File: src/rtl/map_top_and_bottom_pkg.sv
// Shared image constants, field widths and scanner state encoding for the
// top/bottom shape mapper.
package map_top_and_bottom_pkg;

  localparam int XSZ    = 6;
  localparam int YSZ    = 6;
  localparam int ADDRSZ = 12;
  localparam int COLSZ  = 3;

  localparam int               XRES_DEF      = 60;
  localparam int               YRES_DEF      = 60;
  localparam logic [COLSZ-1:0] THRESHOLD_DEF = '0;

  typedef enum logic [2:0] {
    IDLE,
    SCAN_ADDR,
    SCAN_CHECK,
    COL_ADDR,
    COL_CHECK,
    FOUND,
    NONE
  } state_t;

endpackage

File: src/rtl/map_top_and_bottom_address_translator.sv
// Converts an (x, y) pixel coordinate into a linear pixel-RAM address y*XRES + x.
module address_translator
  import map_top_and_bottom_pkg::*;
#(
  parameter int XRES = XRES_DEF
) (
  input  logic [XSZ-1:0]    x,
  input  logic [YSZ-1:0]    y,
  output logic [ADDRSZ-1:0] mem_address
);

  generate
    if (XRES == 60) begin : g_shift_add
      // y*60 = y*64 - y*4; the largest result (3599) fits in 12 bits.
      assign mem_address = {y, 6'b000000} - {4'b0000, y, 2'b00} + {6'b000000, x};
    end else begin : g_multiply
      assign mem_address = ADDRSZ'(ADDRSZ'(y) * ADDRSZ'(XRES)) + ADDRSZ'(x);
    end
  endgenerate

endmodule

File: src/rtl/map_top_and_bottom.sv
// Finds the first non-background pixel in raster order, then follows its
// column downward to find the last contiguous non-background row.
module map_top_and_bottom
  import map_top_and_bottom_pkg::*;
#(
  parameter int               XRES      = XRES_DEF,
  parameter int               YRES      = YRES_DEF,
  parameter logic [COLSZ-1:0] THRESHOLD = THRESHOLD_DEF
) (
  input  logic              clk,
  input  logic              reset,
  input  logic              start,
  output logic [ADDRSZ-1:0] address,
  input  logic [COLSZ-1:0]  pixVal,
  output logic              busy,
  output logic [YSZ-1:0]    mostTop,
  output logic [XSZ-1:0]    midPix,
  output logic [YSZ-1:0]    mostBottom,
  output logic              TopandBottomFound,
  output logic              noShape
);

  localparam logic [XSZ-1:0] X_LAST = XSZ'(XRES - 1);
  localparam logic [YSZ-1:0] Y_LAST = YSZ'(YRES - 1);
  localparam logic [XSZ-1:0] X_INC  = XSZ'(1);
  localparam logic [YSZ-1:0] Y_INC  = YSZ'(1);

  state_t         state_reg, state_next;
  logic [XSZ-1:0] x_reg, x_next;
  logic [YSZ-1:0] y_reg, y_next;
  logic [YSZ-1:0] top_reg, top_next;
  logic [XSZ-1:0] mid_reg, mid_next;
  logic [YSZ-1:0] bottom_reg, bottom_next;
  logic [YSZ-1:0] bottom_inc;
  logic [XSZ-1:0] addr_x;
  logic [YSZ-1:0] addr_y;
  logic           lit;

  assign bottom_inc = bottom_reg + Y_INC;
  assign lit        = (pixVal != THRESHOLD);

  always_ff @(posedge clk) begin
    if (reset) begin
      state_reg  <= IDLE;
      x_reg      <= '0;
      y_reg      <= '0;
      top_reg    <= '0;
      mid_reg    <= '0;
      bottom_reg <= '0;
    end else begin
      state_reg  <= state_next;
      x_reg      <= x_next;
      y_reg      <= y_next;
      top_reg    <= top_next;
      mid_reg    <= mid_next;
      bottom_reg <= bottom_next;
    end
  end

  always_comb begin
    state_next  = state_reg;
    x_next      = x_reg;
    y_next      = y_reg;
    top_next    = top_reg;
    mid_next    = mid_reg;
    bottom_next = bottom_reg;
    case (state_reg)
      IDLE: begin
        // Results are cleared only on an accepted start so they hold after FOUND.
        if (start) begin
          state_next  = SCAN_ADDR;
          x_next      = '0;
          y_next      = '0;
          top_next    = '0;
          mid_next    = '0;
          bottom_next = '0;
        end
      end
      SCAN_ADDR: state_next = SCAN_CHECK;
      SCAN_CHECK: begin
        if (lit) begin
          top_next    = y_reg;
          mid_next    = x_reg;
          bottom_next = y_reg;
          state_next  = (y_reg == Y_LAST) ? FOUND : COL_ADDR;
        end else if (x_reg != X_LAST) begin
          x_next     = x_reg + X_INC;
          state_next = SCAN_ADDR;
        end else if (y_reg != Y_LAST) begin
          x_next     = '0;
          y_next     = y_reg + Y_INC;
          state_next = SCAN_ADDR;
        end else begin
          state_next = NONE;
        end
      end
      COL_ADDR: state_next = COL_CHECK;
      COL_CHECK: begin
        if (lit) begin
          bottom_next = bottom_inc;
          state_next  = (bottom_inc == Y_LAST) ? FOUND : COL_ADDR;
        end else begin
          state_next = FOUND;
        end
      end
      FOUND:   state_next = IDLE;
      NONE:    state_next = IDLE;
      default: state_next = IDLE;
    endcase
  end

  // Column reads never reach COL_ADDR with bottom at the last row, so
  // bottom+1 stays inside the image.
  assign addr_x = (state_reg == COL_ADDR) ? mid_reg    : x_reg;
  assign addr_y = (state_reg == COL_ADDR) ? bottom_inc : y_reg;

  address_translator #(
    .XRES(XRES)
  ) u_address_translator (
    .x          (addr_x),
    .y          (addr_y),
    .mem_address(address)
  );

  assign busy              = (state_reg != IDLE);
  assign TopandBottomFound = (state_reg == FOUND);
  assign noShape           = (state_reg == NONE);
  assign mostTop           = top_reg;
  assign midPix            = mid_reg;
  assign mostBottom        = bottom_reg;

endmodule
File: config.mk
export PLATFORM = sky130hd
export DESIGN_NAME = map_top_and_bottom
export DESIGN_NICKNAME = d
export VERILOG_FILES = /design/src/rtl/map_top_and_bottom_pkg.sv /design/src/rtl/map_top_and_bottom_address_translator.sv /design/src/rtl/map_top_and_bottom.sv
export SDC_FILE = /design/constraint.sdc
export NUM_CORES = 1
export LEC_CHECK = 0
export BUFFER_PORTS_ARGS = -buffer_cell sky130_fd_sc_hd__buf_2
export CORE_MARGIN = 2
export CORE_UTILIZATION = 45
export DETAILED_ROUTE_END_ITERATION = 8
export GPL_TIMING_DRIVEN = 0
export PLACE_DENSITY = 0.66
export RECOVER_POWER = 100
export SETUP_SLACK_MARGIN = 0.2
export SYNTH_ARGS = -nofsm -noshare
export SYNTH_HDL_FRONTEND = slang
export SYNTH_SLANG_ARGS = --single-unit
File: constraint.sdc
create_clock -name clk -period 4.2 [get_ports clk]
set_clock_uncertainty 0.2 [all_clocks]
set_input_delay 0.63 -clock clk [delete_from_list [all_inputs] [get_ports clk]]
set_output_delay 0.63 -clock clk [all_outputs]
set_load 0.01 [all_outputs]
; ---- After elaboration in Yosys (flattened, before gate mapping)
; Cells that the tools add are included.
[totals]
register_bits = 33
[classes]
add_sub_neg = 5
eq_ne = 17
mux = 25
n_reduce_logical = 9
[ops]
columns = cell, n
row1 = 6-bit 2-to-1 mux, 12
row2 = 6-bit one-hot mux with 2 select lines, 4
row3 = 3-bit 2-to-1 mux, 7
row4 = 6-bit by 1-bit adder with 6-bit output (second input constant), 3
row5 = 6-bit one-hot mux with 3 select lines, 1
row6 = 3-bit one-hot mux with 5 select lines, 1
row7 = 12-bit by 6-bit adder with 12-bit output, 1
row8 = 6-bit == test (second input constant), 2
row9 = 2-bit inequality test (second input constant), 6
row10 = 6-bit inequality test (second input constant), 2
row11 = 12-bit by 8-bit subtractor with 12-bit output, 1
row12 = 3-bit == test (second input constant), 3
row13 = 3-bit nonzero test, 3
row14 = 4-bit AND reduction, 2
row15 = 3-bit by 2-bit == test with 1-bit output (second input constant), 2
row16 = 5-bit AND reduction, 1
row17 = 3-bit by 1-bit == test with 1-bit output (second input constant), 1
row18 = 3-bit logical NOT, 1
row19 = 3-bit inequality test (second input constant), 1
row20 = 3-bit AND reduction, 1
row21 = 2-bit nonzero test, 1

; ---- Longest topological paths before layout
; Gate-level depths: netlist of run 1.
[depth]
ltp_word = 5
depth_mapped = 15
depth_no_buf = 11

; ---- By module
; From an unflattened synthesis of run 1, not the netlist that was laid out.
[hier_totals]
hier_cells = 308
hier_area_um2 = 2389.8
[modules_own_cells]
columns = module, n_inst, cells_each, area_each_um2
row1 = map_top_and_bottom, 1, 267, 2072.0
row2 = address_translator, 1, 41, 317.8

; ---- Worst setup path after synthesis of run 1
; No wires, ideal clock.
[synth_timing]
kind = reg-to-output
from = register state_reg[2]
to = output port address[8]
t_arrival_ns = 3.217
required_time_ns = 3.370
slack_ns = 0.153
path_stages_with_launch = 14
cell_sequence = dfxtp_1 > buf_6 > nand3b_4 > clkbuf_1 > clkbuf_1 > mux2_2 > ha_1 > nand2_1 > nor3_1 > or3_1 > buf_2 > a211o_1 > a221o_1 > nor3_2
[synth_between]
elab_chain_cells = 4
elab_cells_between_ends = 5
[synth_rtl]
columns = item, line_no
row1 = "start, declared", map_top_and_bottom.sv:28  ; state_t state_reg, state_next;
row2 = "start signal, assigned", map_top_and_bottom.sv:51  ; state_reg <= state_next;
row3 = 3-bit by 2-bit == test with 1-bit output (*), "map_top_and_bottom.sv:114, map_top_and_bottom.sv:115"
row4 = 6-bit 2-to-1 mux, map_top_and_bottom.sv:115  ; assign addr_y = (state_reg == COL_ADDR) ? bottom_inc : y_reg;
row5 = 12-bit by 8-bit subtractor with 12-bit output, map_top_and_bottom_address_translator.sv:15  ; assign mem_address = {y, 6'b000000} - {4'b0000, y, 2'b00} + {6'b000000, x};
row6 = 12-bit by 6-bit adder with 12-bit output (*), map_top_and_bottom_address_translator.sv:15
row7 = "end, declared", map_top_and_bottom.sv:13  ; output logic [ADDRSZ-1:0] address,
; Mark *: on every way between the ends. The rest lies on a longest branch, timed or not.

; ---- Final worst setup path of run 1
; Ends and elaborated chain as after synthesis.

==> results of run 1 <==
worst register-to-register path, delay by kind of cell (launching register included):
kind	cells	cell delay (ps)
compound gates	1	890
fa+ha+maj	1	240
simple gates	4	790
flops	1	410
placed cells by master (no fill, tap or decap), types with 2 or more instances in the layout:
| cell type | Yosys | final |
|---|---|---|
| nand2_1 | 27 | 26 |
| or3_1 | 3 | 2 |
| dfxtp_1 | 33 | 33 |
| nor3_2 | 3 | 2 |
| clkbuf_1 | 13 | 40 |
| o21ai_1 | 0 | 2 |
| and3_1 | 3 | 3 |
| nand4_1 | 3 | 3 |
| nor3_1 | 7 | 8 |
| mux2_4 | 0 | 2 |
| nand3_1 | 11 | 11 |
| inv_1 | 9 | 9 |
| buf_2 | 3 | 9 |
| or2_2 | 4 | 4 |
| mux2i_1 | 8 | 7 |
| nand2b_1 | 4 | 4 |
| nor4_1 | 3 | 3 |
| o21ai_0 | 14 | 11 |
| nor2_1 | 37 | 37 |
| o41ai_1 | 1 | 2 |
| a211o_1 | 2 | 2 |
| a211oi_1 | 5 | 5 |
| a22oi_1 | 9 | 9 |
| clkbuf_8 | 0 | 6 |
| xor2_1 | 14 | 14 |
| a21oi_1 | 16 | 16 |
| ha_1 | 8 | 5 |
| a21o_1 | 6 | 6 |
| xnor2_1 | 10 | 10 |
| a221oi_1 | 2 | 2 |
| nor2b_1 | 4 | 4 |
| buf_4 | 0 | 13 |
| mux2_2 | 6 | 4 |
| and2_1 | 3 | 3 |
| ha_4 | 0 | 2 |
synth_stat cells, types with 2 or more instances:
cell type / number / area, um2
or2_2: 4 / 25.0
a22oi_1: 9 / 67.6
o21ai_0: 14 / 70.1
buf_2: 3 / 15.0
nor3b_1: 2 / 15.0
nor3_2: 3 / 30.0
or3_1: 3 / 18.8
clkbuf_1: 13 / 48.8
nor3_1: 7 / 35.0
a211o_1: 2 / 17.5
nor2_1: 37 / 139
ha_1: 8 / 100
a21oi_1: 16 / 80.1
and3_1: 3 / 18.8
mux2i_1: 8 / 80.1
a221oi_1: 2 / 17.5
inv_1: 9 / 33.8
mux2_2: 6 / 67.6
nand4_1: 3 / 18.8
a211oi_1: 5 / 37.5
xor2_1: 14 / 123
nor4_1: 3 / 18.8
nand2b_1: 4 / 25.0
and2_1: 3 / 18.8
xnor2_1: 10 / 87.6
nand2_1: 27 / 101
dfxtp_1: 33 / 661
nor2b_1: 4 / 25.0
nand3_1: 11 / 55.1
a21o_1: 6 / 45.0
stage by stage:
step / TNS [ps] / util (%) / instance area [um2]
2_1_floorplan: 0 / - / 2280
3_3_place_gp: -75.2 / 53.3 / 2550
3_5_place_dp: -163 / 53.3 / 2550
4_1_cts: 0 / 59.2 / 2830
5_1_grt: 0 / 58.9 / 2820
6_report: 0 / 58.9 / 2820
worst paths after layout:
kind	start	end	cells after the start
worst max register to register	x_reg[0]	x_reg[4]	6
worst min-delay path	mostTop[2]	mostTop[2]	2
worst max-delay path	state_reg[2]	address[8]	14
worst min register to register	mostTop[2]	mostTop[2]	2
timing repair:
action,in CTS,in global routing
buffers inserted,8,4
pin swaps,4,7
endpoints found under the setup margin,7,5
resized for setup,24,10
per-layer routing:
metal / routed length [um] / vias up
li1: - / 1151
met1: 2910 / 1055
met2: 2810 / 50
met3: 343 / 4
met4: 42 / 0
met5: 0 / -
layout make-up:
| cell class | count | area (um2) |
|---|---|---|
| clock inverter | 3 | 46.3 |
| inverter | 10 | 37.5 |
| timing repair buffer | 50 | 240 |
| buffer | 18 | 126 |
| multi-input combinational | 231 | 1560 |
| clock buffer | 5 | 68.8 |
| sequential | 33 | 661 |
| fill | 468 | 1970 |
| tap | 67 | 83.8 |
kinds of logic after synthesis:
logic type,synth area share (%)
AND/OR/NAND/NOR,25.1
AO/OA/AOI/OAI,20.2
flip-flops,29.0
buffers and inverters,5.11
XOR/XNOR,9.23
multiplexers,6.48
adder cells (fa/ha/maj),4.89
power breakdown:
| group | switching (mW) | total [mW] | internal, mW |
|---|---|---|---|
| Combinational | 0.114 | 0.193 | 0.0790 |
| Clock | 0.134 | 0.311 | 0.178 |
| Sequential | 0.00611 | 0.325 | 0.319 |
==> impl_metrics.yaml, run 1 <==
drt:
  drt_iter0_markers: 112
  first_pass_iters: 4
  drc: 0
  ant_nets: 0
  viasPerCell: 5.42
  drt-total-wl_um: 6100
  routedWlPerCell_um: 14.6
  num_vias: 2260
logic_synthesis:
  async_reset_ff_share_pct: 0
  synthCells: 292
  yosysSeqAreaShare_pct: 29.0
  synth_nets: 306
  synth_edf_count: 0
  ys_warn_count: 0
  ys.flop_type: "dfxtp_1"
  synth_cell_types: 50
  syn_avg_cell_area_um2: 7.80
  synth-seq-cells: 33
  netlist_area_um2: 2280
floorplan:
  fp.dieW_um: 75.1
  start_util_pct: 47.6
  ios: 39
  die_area_um2: 5650
  die_h_um: 75.1
  core.rowCount: 25
  core_area_um2: 4790
setup_path:
  arrival_ps: 3220
  cp_num_buf_inv: 5
  cp_common_cell: "nor3_2"
  cp-end-kind: "output port"
  max_stage_delay_ps: 390
  critPathTopFamily: "simple AND/OR/NAND/NOR gates"
  r2r_setup_slack_ps: 1570
  startpoint_type: "flip-flop"
  worstSetupPathType: "reg -> out"
  crit_fanout: 8
  crit_required_ps: 3370
  slowest_stage: "or3_4"
  path_cells: "clkbuf_1, nand3b_4, buf_8, clkbuf_16, mux2_4, ha_4, nand2_4, nor3_2, or3_4, buf_6, a211o_1, a221o_1, nor3_2, buf_2"
layout:
  layout.nets: 363
  final_cell_count_no_fill: 417
  area_growth_syn_to_layout_pct: 23.8
  drive_gt1_share_pct: 16.3
  antennaDiodeCount: 0
sta:
  layout_min_cycle_time_ps: 4050
  holdWs_ps: 268
  hold_viol_final: 0
  tightestPinTransition_ps: 1180
  timing.final.ws_setup_ps: 151
  max_freq_ghz: 0.247
  period_share_pct: 96.4
  relSlewSlack_pct: 21.0
  rsz0062_at_grt: "true"
  slew_violations: 0
  setup_viol: 0
power:
  power_leakage_nw: 1.13
  irDropWorstVdd_mv: 0.166
  power_density_nw_per_um2: 294
  power.total_mw: 0.829
place:
  placed_cells: 397
  io_buffer_count: 38
  dp_hpwl_um: 4300
  preCtsSetupSlack_ps: -111
  gp_congestion: 0.839
global_routing:
  antenna_found_initial: 0
  grt_overflow: 0
  grt_pass1_vias: 2040
  grt_pass1_wl_um: 9800
  grt_util_met1_pct: 32.2
  grtUsageTotal_pct: 22.8
  grt_use_met3_pct: 5.09
  grt_max_degree: 13
  top_usage_layer: "met2"
  use_met2_pct: 35.6
clocking:
  insertion_delay_ps: 300
  cts_made_buffers: 5
  cts_buffer_depth: 2
  clock_sink_count: 33
  path_clk_slew_ps: 80
  tritoncts: "built"
  cts.htree.levels: 2
  hold_buffers: 0
  cts-root-buf: "clkbuf_8"
job:
  max_cap_viol_count: 0
status:
  status: "finished clean"
hold_path:
  hold_path_class: "reg -> reg"
No activity file was read; power rests on OpenSTA's default activity.
==> run 2: changes to the inputs <==
--- a/config.mk
+++ b/config.mk
@@ -5,7 +5,7 @@
 export SDC_FILE = /design/constraint.sdc
 export NUM_CORES = 1
 export LEC_CHECK = 0
-export BUFFER_PORTS_ARGS = -buffer_cell sky130_fd_sc_hd__buf_2
+export BUFFER_PORTS_ARGS = -buffer_cell sky130_fd_sc_hd__buf_4
 export CORE_MARGIN = 2
 export CORE_UTILIZATION = 45
 export DETAILED_ROUTE_END_ITERATION = 8
==> impl_metrics.yaml, run 2 (same netlist as run 1, synthesis figures left out) <==
power:
  power_leakage_nw: 1.17
  power_density_nw_per_um2: 292
  irDropWorstVdd_mv: 0.239
clocking:
  path_clk_slew_ps: 70
  cts-root-buf: "clkbuf_8"
  insertion_delay_ps: 290
  tritoncts: "built"
  cts.htree.levels: 2
  hold_buffers: 0
  cts_made_buffers: 5
  cts_buffer_depth: 2
  clock_sink_count: 33
sta:
  hold_viol_final: 0
  relSlewSlack_pct: 20.7
  period_share_pct: 96.2
  holdWs_ps: 273
  max_freq_ghz: 0.248
  slew_violations: 0
  layout_min_cycle_time_ps: 4040
  setup_viol: 0
  tightestPinTransition_ps: 1180
  fin_setup_tns_ps: 0
  rsz0062_at_grt: "true"
setup_path:
  path_cells: "clkbuf_1, nand3b_4, buf_8, clkbuf_16, mux2_4, ha_4, nand2_4, nor3_2, or3_4, buf_6, a21o_1, maj3_1, xor2_1, buf_4"
  cp-end-kind: "output port"
  cp_num_buf_inv: 5
  worstSetupPathType: "reg -> out"
  startpoint_type: "flip-flop"
  critPathTopFamily: "buffers and inverters"
  arrival_ps: 3210
  crit_fanout: 7
  max_stage_delay_ps: 380
  r2r_setup_slack_ps: 1500
  slowest_stage: "or3_4"
  crit_required_ps: 3370
layout:
  fin_util_pct: 60.8
  final_cell_count_no_fill: 418
  area_growth_syn_to_layout_pct: 27.7
  drive_gt1_share_pct: 18.2
  final_cell_mix: "nor2_1, clkbuf_1, dfxtp_1"
  antennaDiodeCount: 0
  fillers: 466
  final_common_cell: "nor2_1"
  layout.nets: 364
global_routing:
  antenna_found_initial: 0
  grt_pass1_vias: 2069
  grt_overflow: 0
  grt_pass1_wl_um: 9870
  grtUsageTotal_pct: 22.8
  grt_max_degree: 11
drt:
  routedWlPerCell_um: 14.4
  viasPerCell: 5.40
  num_vias: 2259
  ant_nets: 0
  drt-total-wl_um: 6030
  first_pass_iters: 4
  drt_iter0_markers: 188
  drc: 0
status:
  status: "finished clean"
floorplan:
  core.rowCount: 25
  die_h_um: 75.1
  die_area_um2: 5650
  fp.dieW_um: 75.1
  start_util_pct: 47.6
  ios: 39
  core_area_um2: 4790
place:
  placed_cells: 397
  io_buffer_count: 38
  dp_hpwl_um: 4300
  gp_congestion: 0.851
job:
  max_cap_viol_count: 0
hold_path:
  hold_path_class: "reg -> reg"
-- run 2: worst min-delay path: stages (launching register included) --
cell,delay [ps]
dfxtp_1,320
nand2_1,50
a21oi_1,50
-- run 2: power by group --
part	internal [mW]	switching [mW]	total [mW]
sequential	0.319	0.00738	0.327
combinational	0.0957	0.116	0.212
clock	0.193	0.116	0.310
-- run 2: cell type report --
type	instances	area [um2]	share of cell area [%]
repair buffers	51	293	10.1
clock inverters	1	30.0	1.03
well taps	67	83.8	2.88
flip-flops and latches	33	661	22.7
inverters	10	37.5	1.29
plain buffers	18	134	4.60
multi-input cells	231	1580	54.4
clock buffers	7	86.3	2.97
-- run 2: per-stage QoR --
step | power (mW) | setup slack, ps | cell area, um2
after floorplan | 0.458 | 244 | 2280
after global placement | 0.523 | -79.6 | 2650
after detailed placement | 0.525 | -64.6 | 2650
after CTS | 0.848 | 179 | 2940
after global routing | 0.885 | 39.9 | 2910
final | 0.848 | 160 | 2910
-- run 2: final timing paths --
kind / from / end / cells past startpoint
hold reg to reg: mostTop[0] / mostTop[0] / 2
setup reg to reg: x_reg[0] / x_reg[1] / 6
hold / removal: mostTop[0] / mostTop[0] / 2
setup / recovery: state_reg[2] / address[7] / 14
-- run 2: metal layers --
layer  part of all wire (%)  GRT usage (%)
met2                     45           34.5
met3                    4.2           4.15
met5                      0              0
met4                    1.2           6.04
met1                     49           33.5
-- run 2: what timing repair did --
| action | in CTS | in global routing |
|---|---|---|
| setup endpoints to repair | 7 | 6 |
| gates resized for setup | 24 | 17 |
| endpoints found under the hold margin | 0 | 0 |
| buffers inserted | 9 | 4 |
| pin swaps | 2 | 4 |
